$ cat src/rtl/aes_key_sched_ctrl.sv
// Iterative AES-128 key schedule sequencer: holds one round key and derives the next
// on every accepted round-key beat, so round keys 0..NR stream out in order.
module aes_key_sched_ctrl #(
    parameter int unsigned NR        = 10,
    parameter logic [7:0]  RCON_INIT = 8'h01
) (
    input  logic         clk,
    input  logic         rst_n,
    input  logic [127:0] key_in,
    input  logic         key_valid,
    output logic         key_ready,
    input  logic         abort,
    output logic [127:0] rk_data,
    output logic [3:0]   rk_idx,
    output logic         rk_valid,
    input  logic         rk_ready,
    output logic         rk_last,
    output logic         busy
);

    localparam logic [3:0] LastIdx = 4'(NR);

    typedef enum logic [0:0] {StIdle, StEmit} state_e;

    state_e        state_q, state_d;
    logic [127:0]  key_q, key_d;
    logic [3:0]    round_q, round_d;
    logic [7:0]    rcon_q, rcon_d;

    function automatic logic [7:0] xtime(input logic [7:0] r);
        return {r[6:0], 1'b0} ^ (r[7] ? 8'h1B : 8'h00);
    endfunction

    function automatic logic [7:0] gf_mul(input logic [7:0] a, input logic [7:0] b);
        logic [7:0] p;
        logic [7:0] aa;
        p  = 8'h00;
        aa = a;
        for (int i = 0; i < 8; i++) begin
            if (b[i]) p = p ^ aa;
            aa = xtime(aa);
        end
        return p;
    endfunction

    // S-box: multiplicative inverse as x^254 (0 maps to 0), then the affine transform.
    function automatic logic [7:0] sbox(input logic [7:0] x);
        logic [7:0] inv;
        logic [7:0] sq;
        inv = 8'h01;
        sq  = x;
        for (int i = 1; i < 8; i++) begin
            sq  = gf_mul(sq, sq);
            inv = gf_mul(inv, sq);
        end
        return inv ^ {inv[6:0], inv[7]} ^ {inv[5:0], inv[7:6]} ^ {inv[4:0], inv[7:5]}
               ^ {inv[3:0], inv[7:4]} ^ 8'h63;
    endfunction

    logic [31:0]  rot_w3, sub_w, temp_w;
    logic [31:0]  nw0, nw1, nw2, nw3;
    logic [127:0] next_rk;

    assign rot_w3  = {key_q[23:0], key_q[31:24]};
    assign sub_w   = {sbox(rot_w3[31:24]), sbox(rot_w3[23:16]),
                      sbox(rot_w3[15:8]),  sbox(rot_w3[7:0])};
    assign temp_w  = sub_w ^ {rcon_q, 24'h0};
    assign nw0     = key_q[127:96] ^ temp_w;
    assign nw1     = key_q[95:64] ^ nw0;
    assign nw2     = key_q[63:32] ^ nw1;
    assign nw3     = key_q[31:0] ^ nw2;
    assign next_rk = {nw0, nw1, nw2, nw3};

    always_ff @(posedge clk) begin
        if (!rst_n) begin
            state_q <= StIdle;
            key_q   <= '0;
            round_q <= '0;
            rcon_q  <= RCON_INIT;
        end else begin
            state_q <= state_d;
            key_q   <= key_d;
            round_q <= round_d;
            rcon_q  <= rcon_d;
        end
    end

    always_comb begin
        state_d   = state_q;
        key_d     = key_q;
        round_d   = round_q;
        rcon_d    = rcon_q;
        key_ready = 1'b0;
        rk_valid  = 1'b0;
        rk_data   = '0;
        rk_idx    = '0;

        unique case (state_q)
            StIdle: begin
                key_ready = !abort;
                if (key_valid && key_ready) begin
                    key_d   = key_in;
                    round_d = '0;
                    rcon_d  = RCON_INIT;
                    state_d = StEmit;
                end
            end
            StEmit: begin
                rk_valid = !abort;
                rk_data  = key_q;
                rk_idx   = round_q;
                if (rk_valid && rk_ready) begin
                    if (round_q == LastIdx) begin
                        state_d = StIdle;
                    end else begin
                        key_d   = next_rk;
                        rcon_d  = xtime(rcon_q);
                        round_d = round_q + 4'd1;
                    end
                end
            end
            default: state_d = StIdle;
        endcase

        // Abort wins over any coincident accept or beat.
        if (abort) begin
            state_d = StIdle;
            round_d = '0;
            rcon_d  = RCON_INIT;
        end

        rk_last = rk_valid && (round_q == LastIdx);
        busy    = (state_q == StEmit);

        if (!rst_n) begin
            key_ready = 1'b0;
            rk_valid  = 1'b0;
            rk_data   = '0;
            rk_idx    = '0;
            rk_last   = 1'b0;
            busy      = 1'b0;
        end
    end

endmodule

$ cat config.mk
export PLATFORM = sky130hd
export DESIGN_NAME = aes_key_sched_ctrl
export DESIGN_NICKNAME = d
export VERILOG_FILES = /design/src/rtl/aes_key_sched_ctrl.sv
export SDC_FILE = /design/constraint.sdc
export NUM_CORES = 2
export LEC_CHECK = 0
export BUFFER_PORTS_ARGS = -buffer_cell sky130_fd_sc_hd__buf_4
export CAP_MARGIN = 25
export CORE_MARGIN = 2
export CORE_UTILIZATION = 50
export CTS_CLUSTER_DIAMETER = 150
export DETAILED_ROUTE_END_ITERATION = 8
export PLACE_DENSITY = 0.65
export SLEW_MARGIN = 20
export SYNTH_ARGS = -nofsm -noshare
export SYNTH_HDL_FRONTEND = slang
export SYNTH_SLANG_ARGS = --single-unit
$ cat constraint.sdc
create_clock -name clk -period 21.5 [get_ports clk]
set_input_delay 2.15 -clock clk [delete_from_list [all_inputs] [get_ports clk]]
set_output_delay 2.15 -clock clk [all_outputs]
set_load 0.01 [all_outputs]
==> impl_metrics.ini <==
[cells_and_area]
fillers = 12586
nNetsFinal = 9139
final_cell_mix = 1690 x xnor2_1, 1255 x nor2_1, 962 x nand2_1
postLayoutCellArea_mm2 = 0.0699
final_common_cell = xnor2_1
area_growth_syn_to_layout_pct = 7.25
regArea_mm2 = 0.00283
drive_gt1_frac = 0.106
multiInputGateArea_mm2 = 0.0596
fin_util = 0.540

[cts]
hold_buffers = 0
root_buffer = clkbuf_16
clock_sinks = 141
cts.repair.resized = 0
cts_inserted_buffers = 17
clockBufferDepth = 2
clkTransAtPathRegs_ns = 0.08
cts_tree = yes
clk_latency_ns = 0.51
post_cts_buffers = 0
htreeDepth = 4

[timing]
fin_crit_ns = 19.80
max_freq_mhz = 50.5
worstMarginPinSlew_ns = 1.07
clock_skew_ns = 0.0216
relSlewSlack = 0.279
setup_viol = 0
hold_viol = 0
setup_tns_ns = 0
fin_hold_ws_ns = 0.496
period_share = 0.921
slew_viol_final = 0
rsz0062_at_grt = false

[routing]
vias_per_cell = 6.11
wl_per_cell_um = 21.0
routed_wirelength_um = 225000
drtIter0Drc = 7739
ant_nets = 0
via_count = 65600
drc = 0
dr.pass1.iters = 8

[yosys]
ys_seq_elements = 141
synth_area_leaders = xnor2_1 23%, xnor3_1 9.3%, nor2_1 7.3%
synth_top_cell_by_area = xnor2_1
ys.flop_type = dfxtp_1
yosysUniqueCellTypes = 121
yosysTopAreaCellShare = 0.235
synthCells = 9060
synthesis.nets = 9214
async_reset_ff_frac = 0
ys.warnings.count = 0
synth-edff-count = 0
avgSynthCellArea_um2 = 7.19
ys_seq_area_frac = 0.0433
netlist_area_mm2 = 0.0651

[setup_path]
slowest_stage = xnor2_2
critPathLaunchType = register
path_common_cell = xnor2_1
worstPathMaxFanout = 27
cp_top_family = XOR/XNOR gates
end_kind = register
cp.buffers_inverters = 7
required_ns = 21.84
critical_path_arrival_ns = 20.13
r2r-end = key_q[24]
cpPeakStageDelay_ns = 0.77
r2r_slack_ns = 1.70
worstSetupStartpoint = key_q[16]
ff2ff_path_depth = 61
r2r_start = key_q[16]
crit_type = register to register
worst-path-stages = 61
critPathCapture = key_q[24]

[die]
rows = 132
die_w_um = 365
core_mm2 = 0.129
floorplan.initialDensity = 0.504
pin_count = 269
dieArea_mm2 = 0.133
die_h_um = 365

[run_status]
outcome = completed

[placed_design]
placedInstanceArea_mm2 = 0.0692
hpwl_um = 166000
portBuffers = 268
place_congestion = 0.963

[global_route]
grt_overflow = 0
grt_max_degree = 104
grt_pass1_vias = 60010
grt_pass1_wl_um = 350000
antenna_found_initial = 8
track_usage = 0.325

[worst_hold_path]
hp-class = register to register

[job]
drv_cap = 0
[kinds of logic (layout without fill, tap and decap cells)]
family / count (synthesis) / count (layout) / synth area share
DFF: 141 / 141 / 0.0433
AOI/OAI and AO/OA: 1952 / 1952 / 0.192
and+or+nand+nor: 3255 / 3255 / 0.221
other: 0 / 5 / 0
xor gates and xnor gates: 2657 / 2657 / 0.447
buffers and inverters: 773 / 709 / 0.0503
muxes: 258 / 258 / 0.0414
adders and majority gates: 24 / 24 / 0.00450
[per-layer routing]
metal / track usage / wire length, um / vias up
li1: - / - / 31007
met1: 0.453 / 97600 / 31200
met2: 0.512 / 101000 / 3032
met3: 0.0477 / 19700 / 357
met4: 0.105 / 7310 / 4
met5: 0 / 27 / -
[worst reg2reg max path: cells and delay by family, from the launching register on]
kind | cells | cell delay, ns
AO/OA/AOI/OAI | 17 | 3.18
flip-flops | 1 | 0.60
multiplexers | 3 | 0.79
buffers and inverters | 7 | 2.60
AND/OR/NAND/NOR | 9 | 1.95
adder cells (fa/ha/maj) | 5 | 2.40
XOR/XNOR | 20 | 8.08
[worst min-delay path by stage]
stage               start         end  slack, ns  cells after the start
2_1_floorplan  key_q[121]  key_q[121]       0.45                      2
3_3_place_gp   key_q[121]  key_q[121]       0.47                      2
3_5_place_dp   key_q[121]  key_q[121]       0.48                      2
4_1_cts        key_q[121]  key_q[121]       0.49                      2
5_1_grt        key_q[121]  key_q[121]       0.51                      2
6_report       key_q[121]  key_q[121]       0.50                      2
[layout make-up]
| class | instances | share of cell area |
|---|---|---|
| antenna | 5 | 0.000179 |
| clock buffer | 21 | 0.00673 |
| clock inverter | 9 | 0.00159 |
| inverter | 118 | 0.00645 |
| multi-input combinational | 8146 | 0.853 |
| sequential | 141 | 0.0405 |
| tap | 1742 | 0.0312 |
| timing repair buffer | 561 | 0.0604 |
[per-stage QoR]
stage | setup slack, ns | instances
floorplan | 4.71 | 9060
global placement | 1.98 | 10694
detailed placement | 1.96 | 10699
CTS | 1.92 | 10729
global route | 0.264 | 10743
finish | 1.70 | 10743
[flip-flops by register name (all words and copies together) (netlist names)]
signal	flops
round_q	4
rcon_q	8
key_q	128
state_q	1
[Yosys cell counts, drive strengths merged, types with 28 or more instances]
cell type and instances:
or3 45, buf 219, nand2 964, nand3 181, o21a 31, a31oi 68
mux2 46, nand2b 69, and2 78, a21o 46, o31ai 32, o32ai 33
nor2 1259, o22ai 106, nor3 279, xnor2 1846, or2 33, a221oi 49
a211oi 80, xnor3 295, inv 103, dfxtp 141, and3 150, nand4 28
o221ai 33, nor2b 76, o211ai 87, a21oi 535, mux2i 208, o21ai 495
clkbuf 434, xor3 33, a22oi 104, xor2 483
Power is left out: the tool's default activity adds up to more than one toggle a clock period on the data nets, which glitch-free logic cannot reach.
